**config.mk**
```make
export PLATFORM = sky130hd
export DESIGN_NAME = display_page_scheduler_flat
export DESIGN_NICKNAME = d
export VERILOG_FILES = /design/src/rtl/display_page_scheduler_if.sv /design/src/rtl/display_page_scheduler.sv /design/src/flat_wrapper.sv
export SDC_FILE = /design/constraint.sdc
export NUM_CORES = 1
export LEC_CHECK = 0
export CELL_PAD_IN_SITES_DETAIL_PLACEMENT = 0
export CELL_PAD_IN_SITES_GLOBAL_PLACEMENT = 1
export CORE_ASPECT_RATIO = 1.25
export CORE_MARGIN = 2
export CORE_UTILIZATION = 41
export CTS_BUF_LIST = sky130_fd_sc_hd__clkbuf_4 sky130_fd_sc_hd__clkbuf_8
export CTS_CLUSTER_DIAMETER = 150
export DETAILED_ROUTE_END_ITERATION = 6
export GPL_ROUTABILITY_DRIVEN = 0
export HOLD_SLACK_MARGIN = 0.1
export PLACE_DENSITY_LB_ADDON = 0.15
export SETUP_SLACK_MARGIN = 0.02
export SYNTH_ARGS = -nofsm -noshare
export SYNTH_HDL_FRONTEND = slang
export SYNTH_SLANG_ARGS = --single-unit
export TNS_END_PERCENT = 5
```
**constraint.sdc**
```tcl
create_clock -name clk -period 2.4 [get_ports clk]
set_input_delay 0.48 -clock clk [delete_from_list [all_inputs] [get_ports clk]]
set_output_delay 0.48 -clock clk [all_outputs]
set_load 0.02 [all_outputs]
```
**src/rtl/display_page_scheduler_if.sv**
```systemverilog
// rtl/display_page_scheduler_if.sv - vehicle-state inputs and page outputs of the display scheduler
interface display_page_scheduler_if;
    logic        tick;
    logic        obd_mode_sw;
    logic        ack;
    logic [13:0] rpm;
    logic [7:0]  fuel;
    logic [7:0]  temp;
    logic [2:0]  page;
    logic        blank;
    logic [2:0]  warn_act;

    modport master (
        output tick, obd_mode_sw, ack, rpm, fuel, temp,
        input  page, blank, warn_act
    );

    modport slave (
        input  tick, obd_mode_sw, ack, rpm, fuel, temp,
        output page, blank, warn_act
    );
endinterface

```
**src/rtl/display_page_scheduler.sv**
```systemverilog
// rtl/display_page_scheduler.sv - chooses gauge, mode banner or blinking warning page for the dashboard
module display_page_scheduler #(
    parameter int DEB_TICKS    = 10,
    parameter int SHOW_TICKS   = 200,
    parameter int GAP_TICKS    = 300,
    parameter int BANNER_TICKS = 100,
    parameter int BLINK_TICKS  = 25,
    parameter int FUEL_LOW_TH  = 10,
    parameter int TEMP_HI_TH   = 110,
    parameter int RPM_RED_TH   = 6500
) (
    input logic                     clk,
    input logic                     rst,
    display_page_scheduler_if.slave bus
);
    typedef enum logic [1:0] {S_GAUGE, S_BANNER, S_WARN, S_GAP} state_t;

    state_t      state, state_n;
    logic [1:0]  cur, cur_n, last_shown, last_n;
    logic [15:0] timer, timer_n, bcnt, bcnt_n;
    logic        phase, phase_n;
    logic [2:0]  warn_q, acked, raw, pending;
    logic [7:0]  deb_cnt [3];
    logic        mode_q, armed, mode_edge;
    logic [2:0]  page_q;
    logic        blank_q;

    assign raw = {bus.rpm >= 14'(RPM_RED_TH), bus.temp >= 8'(TEMP_HI_TH), bus.fuel < 8'(FUEL_LOW_TH)};
    assign pending   = warn_q & ~acked;
    assign mode_edge = armed && (mode_q != bus.obd_mode_sw);

    assign bus.page     = page_q;
    assign bus.blank    = blank_q;
    assign bus.warn_act = warn_q;

    // Cyclic order FUEL(0) -> TEMP(1) -> RPM(2) -> FUEL, starting after the given index
    function automatic logic [1:0] pick_next(input logic [1:0] after, input logic [2:0] p);
        logic [1:0] r;
        case (after)
            2'd0:    r = p[1] ? 2'd1 : (p[2] ? 2'd2 : 2'd0);
            2'd1:    r = p[2] ? 2'd2 : (p[0] ? 2'd0 : 2'd1);
            default: r = p[0] ? 2'd0 : (p[1] ? 2'd1 : 2'd2);
        endcase
        return r;
    endfunction

    function automatic logic [2:0] page_of(input state_t s, input logic [1:0] c);
        logic [2:0] r;
        case (s)
            S_BANNER: r = 3'd1;
            S_WARN:   r = 3'd2 + {1'b0, c};
            default:  r = 3'd0;
        endcase
        return r;
    endfunction

    // A stale ack bit after its warning falls is harmless: pending is masked by warn_q anyway
    always_ff @(posedge clk or posedge rst) begin
        if (rst) begin
            warn_q <= '0;
            acked  <= '0;
            mode_q <= 1'b0;
            armed  <= 1'b0;
            for (int i = 0; i < 3; i++) deb_cnt[i] <= '0;
        end else begin
            mode_q <= bus.obd_mode_sw;
            armed  <= 1'b1;
            acked  <= (acked | {3{bus.ack}}) & warn_q;
            if (bus.tick) begin
                for (int i = 0; i < 3; i++) begin
                    if (raw[i] == warn_q[i]) begin
                        deb_cnt[i] <= '0;
                    end else if (deb_cnt[i] == 8'(DEB_TICKS - 1)) begin
                        deb_cnt[i] <= '0;
                        warn_q[i]  <= ~warn_q[i];
                    end else begin
                        deb_cnt[i] <= deb_cnt[i] + 8'd1;
                    end
                end
            end
        end
    end

    always_comb begin
        state_n = state;
        cur_n   = cur;
        last_n  = last_shown;
        timer_n = timer;
        bcnt_n  = bcnt;
        phase_n = phase;
        if (bus.tick && timer != 16'd0) timer_n = timer - 16'd1;
        if (state == S_WARN && bus.tick) begin
            if (bcnt == 16'(BLINK_TICKS - 1)) begin
                bcnt_n  = 16'd0;
                phase_n = ~phase;
            end else begin
                bcnt_n = bcnt + 16'd1;
            end
        end
        if (mode_edge) begin
            state_n = S_BANNER;
            timer_n = 16'(BANNER_TICKS);
        end else begin
            case (state)
                S_GAUGE: if (pending != 3'b000) begin
                    state_n = S_WARN;
                    cur_n   = pick_next(last_shown, pending);
                    timer_n = 16'(SHOW_TICKS);
                    bcnt_n  = 16'd0;
                    phase_n = 1'b0;
                end
                S_BANNER: if (bus.tick && timer <= 16'd1) begin
                    if (pending != 3'b000) begin
                        state_n = S_GAP;
                        timer_n = 16'(GAP_TICKS);
                    end else begin
                        state_n = S_GAUGE;
                    end
                end
                S_WARN: begin
                    if (bus.ack) begin
                        state_n = S_GAUGE;
                    end else if (!pending[cur]) begin
                        if (pending == 3'b000) begin
                            state_n = S_GAUGE;
                        end else begin
                            cur_n   = pick_next(cur, pending);
                            timer_n = 16'(SHOW_TICKS);
                            bcnt_n  = 16'd0;
                            phase_n = 1'b0;
                        end
                    end else if (bus.tick && timer <= 16'd1) begin
                        state_n = S_GAP;
                        timer_n = 16'(GAP_TICKS);
                        last_n  = cur;
                    end
                end
                default: if (pending == 3'b000 || (bus.tick && timer <= 16'd1)) state_n = S_GAUGE;
            endcase
        end
    end

    always_ff @(posedge clk or posedge rst) begin
        if (rst) begin
            state      <= S_GAUGE;
            cur        <= 2'd0;
            last_shown <= 2'd2;
            timer      <= '0;
            bcnt       <= '0;
            phase      <= 1'b0;
            page_q     <= 3'd0;
            blank_q    <= 1'b0;
        end else begin
            state      <= state_n;
            cur        <= cur_n;
            last_shown <= last_n;
            timer      <= timer_n;
            bcnt       <= bcnt_n;
            phase      <= phase_n;
            page_q     <= page_of(state_n, cur_n);
            blank_q    <= (state_n == S_WARN) && phase_n;
        end
    end
endmodule

```
**src/flat_wrapper.sv**
```systemverilog
// flat-port wrapper written by rule: the top's interface ports become plain ports
module display_page_scheduler_flat 
#(
    parameter int DEB_TICKS    = 10,
    parameter int SHOW_TICKS   = 200,
    parameter int GAP_TICKS    = 300,
    parameter int BANNER_TICKS = 100,
    parameter int BLINK_TICKS  = 25,
    parameter int FUEL_LOW_TH  = 10,
    parameter int TEMP_HI_TH   = 110,
    parameter int RPM_RED_TH   = 6500
)
  (clk, rst, bus_tick, bus_obd_mode_sw, bus_ack, bus_rpm, bus_fuel, bus_temp, bus_page, bus_blank, bus_warn_act);
  display_page_scheduler_if bus_i ();
  input logic clk;
  input logic rst;
  input wire logic [$bits(bus_i.tick)-1:0] bus_tick;
  input wire logic [$bits(bus_i.obd_mode_sw)-1:0] bus_obd_mode_sw;
  input wire logic [$bits(bus_i.ack)-1:0] bus_ack;
  input wire logic [$bits(bus_i.rpm)-1:0] bus_rpm;
  input wire logic [$bits(bus_i.fuel)-1:0] bus_fuel;
  input wire logic [$bits(bus_i.temp)-1:0] bus_temp;
  output wire logic [$bits(bus_i.page)-1:0] bus_page;
  output wire logic [$bits(bus_i.blank)-1:0] bus_blank;
  output wire logic [$bits(bus_i.warn_act)-1:0] bus_warn_act;
  assign bus_i.tick = bus_tick;
  assign bus_i.obd_mode_sw = bus_obd_mode_sw;
  assign bus_i.ack = bus_ack;
  assign bus_i.rpm = bus_rpm;
  assign bus_i.fuel = bus_fuel;
  assign bus_i.temp = bus_temp;
  assign bus_page = bus_i.page;
  assign bus_blank = bus_i.blank;
  assign bus_warn_act = bus_i.warn_act;
  display_page_scheduler #(.DEB_TICKS(DEB_TICKS), .SHOW_TICKS(SHOW_TICKS), .GAP_TICKS(GAP_TICKS), .BANNER_TICKS(BANNER_TICKS), .BLINK_TICKS(BLINK_TICKS), .FUEL_LOW_TH(FUEL_LOW_TH), .TEMP_HI_TH(TEMP_HI_TH), .RPM_RED_TH(RPM_RED_TH)) u_core (.clk(clk), .rst(rst), .bus(bus_i));
endmodule
```
==> impl_metrics.tcl <==
set metrics [dict create \
    fmax_mhz 450 \
    start_util_pct 41.8 \
    fin_crit_ps 2220 \
    syn_area_um2 4200 \
    power.density_nw_per_um2 645 \
    io_pins 42 \
    slew_headroom_pct 65.3 \
    worstPathCellList "nor4b_2, o31ai_1, or3_1, o211a_1, ha_1, a21oi_1, nor2_1" \
    fin_skew_ps 8.19 \
    tightest_slew_ps 518 \
    crit_path_top_delay_cell "dfrtp_1" \
    grtUsageTotal_pct 17.7 \
    setup-tns-final_ps 0 \
    postSynthAreaPerCell_um2 9.38 \
    async_flop_share_pct 100 \
    drt-total-wl_um 9080 \
    synth_cell_types 69 \
    syn_nets 496 \
    placementRows 41 \
    core_um2 10100 \
    synth_warnings 0 \
    r2r_start "u_core.cur[0]$_DFF_PP0_" \
    numPortBuffers 37 \
    grt_pass1_wl_um 15500 \
    htreeDepth 3 \
    cp.required_ps 2640 \
    route.met3.wl_um 181 \
    p_leak_nw 2.24 \
    synth_edf_count 0 \
    slowest_delay_ps 480 \
    vias_per_cell 5.27 \
    grt_pass1_vias 3405 \
    ant_nets 0 \
    rsz0062_at_grt "no" \
    crit_path_max_fanout 6 \
    drive_gt1_share_pct 13.8 \
    diodes 0 \
    grt_max_degree 32 \
    yosysSeqAreaShare_pct 44.7 \
    wl_per_cell_um 14.0 \
    vdd_drop_max_v 0.000442 \
    slew_viol_final 0 \
    syn_inst 448 \
    endpoint_kind "flop" \
    criticalPathCategory "reg2reg" \
    fin_total_pwr_mw 3.33 \
    outcome "complete, no violations" \
    area_delta_synth_final_pct 23.0 \
    ctsResizeCount 0 \
    cts_buffers 9 \
    root_buffer "clkbuf_8" \
    max_cap_viol_count 0 \
    drt_iter0_markers 115 \
    die_h_um 117 \
    synth_top_flop_cell "dfrtp_1" \
    setup_ws_ps 177 \
    routed-wl-met2_um 4710 \
    drt-met1-wl_um 4050 \
    path_clk_slew_ps 80 \
    dieArea_um2 11100 \
    clk_latency_ps 350 \
    setup_violations 0 \
    hold_path_class "in2async" \
    grt_overflow 0 \
    drc 0 \
    vias 3428 \
    chipWidth_um 94.6 \
    ys_ff_latch 75 \
    cts_buffer_depth 2 \
    hpwlAfterDp_um 6830 \
    final_common_cell "dfrtp_1" \
    final_nets 564 \
    drt_first_pass_iters 4 \
    routed.top_layer "met4" \
    arrival_ps 2470 \
    fin_crit_sh_pct 92.6 \
    hold_viol 0 \
    reg2regPathDepth 7 \
    finish.utilization_pct 51.4 \
    layout_common_cells "74 x dfrtp_1, 58 x nor2_1, 37 x clkdlybuf4s50_1" \
    place_ws_ps -45.4 \
    cts_tree "yes" \
    cts_setup_buffers 0 \
    ff2ff_setup_slack_ps 180 \
    postCtsHoldBufs 0 \
    startpoint_type "flop" \
    r2r-end "u_core.bus.page[0]$_DFF_PP0_" \
    cts_sinks 75 \
    antenna_found_initial 0 \
]
[critical path: cells and delay by family (launching register included)]
family	cells	cell delay [ps]
flops	1	480
fa+ha+maj	1	240
simple gates	3	930
compound gates	3	470
[metal layers]
metal | track usage [%] | vias up
met3 | 3.39 | 9
li1 | - | 1735
met2 | 31.6 | 30
met1 | 21.2 | 1654
met4 | 6.86 | 0
met5 | 0 | -
[stage by stage]
step | hold WS (ps) | cells | area [um^2]
5_1_grt | 534 | 650 | 5170
3_3_place_gp | 477 | 634 | 4970
4_1_cts | 496 | 650 | 5160
2_1_floorplan | 465 | 448 | 4210
6_report | 499 | 650 | 5170
3_5_place_dp | 488 | 634 | 4970
[layout make-up]
| type | instances | area, um^2 |
|---|---|---|
| fill | 979 | 4880 |
| multi-input combinational | 343 | 2210 |
| sequential | 75 | 1880 |
| timing repair buffer | 71 | 663 |
| tap | 129 | 161 |
| clock buffer | 11 | 139 |
| inverter | 16 | 63.8 |
| clock inverter | 5 | 53.8 |
[cell families after synthesis]
kind of cell             synth area share [%]
XOR/XNOR                                 7.08
flip-flops                               44.7
adder cells (fa/ha/maj)                  4.11
AO/OA/AOI/OAI                            15.3
buffers and inverters                    3.01
multiplexers                             1.55
AND/OR/NAND/NOR                          24.2
other                                  0.0892
[worst max-delay path by stage]
stage                                   start                      endpoint  slack, ps
detailed placement                    bus_ack  u_core.bus.page[0]$_DFF_PP0_        -50
finish                u_core.cur[0]$_DFF_PP0_  u_core.bus.page[0]$_DFF_PP0_        180
floorplan           u_core.timer[0]$_DFF_PP0_  u_core.bus.page[0]$_DFF_PP0_        320
global placement                      bus_ack  u_core.bus.page[0]$_DFF_PP0_        -30
CTS                 u_core.timer[0]$_DFF_PP0_  u_core.bus.page[0]$_DFF_PP0_         90
global route        u_core.timer[0]$_DFF_PP0_  u_core.bus.page[0]$_DFF_PP0_         30
[registers in the layout, indices dropped and copies added, names as in the netlist]
signal	flops
u_core.armed	1
u_core.bus.warn_act	3
u_core.acked	3
u_core.last_shown	2
u_core.timer	16
u_core.bus.page	3
u_core.deb_cnt	24
u_core.cur	2
u_core.bus.blank	1
u_core.phase	1
u_core.bcnt	16
u_core.state	2
u_core.mode_q	1
[cells in the mapped netlist, types with 2 or more instances]
library cell,n,area (um^2)
nor3_1,16,80.1
nor2b_1,2,12.5
mux2i_1,2,20.0
o21a_1,5,37.5
o211ai_1,2,15.0
o31ai_1,4,30.0
ha_1,13,163
xor2_1,18,158
nand2_1,33,124
a21oi_1,12,60.1
dfrtp_1,74,1850
nor3b_1,4,30.0
nor4b_1,2,17.5
and3_1,8,50.1
inv_1,16,60.1
nor4_1,9,56.3
o2111ai_1,2,17.5
xnor2_1,16,140
a211o_1,3,26.3
and4_1,2,17.5
and2_1,4,25.0
a21boi_0,2,15.0
a31oi_1,4,25.0
o22ai_1,3,18.8
nor2_1,58,218
a211oi_1,3,22.5
or2_2,3,18.8
buf_2,2,10.0
or3_1,3,18.8
mux2_2,4,45.0
o2bb2ai_1,8,70.1
nand3_1,21,105
clkbuf_1,10,37.5
nand2b_1,9,56.3
o21ai_0,26,130
o21bai_1,2,15.0
nand4_1,8,50.1
or3b_2,2,17.5
a21o_1,3,22.5
[report_power, final]
group | internal (mW) | switching [mW] | total (mW)
logic | 0.418 | 0.418 | 0.836
registers | 1.38 | 0.151 | 1.54
clock network | 0.500 | 0.462 | 0.963
Note: power is estimated with default switching activity, not from simulation.
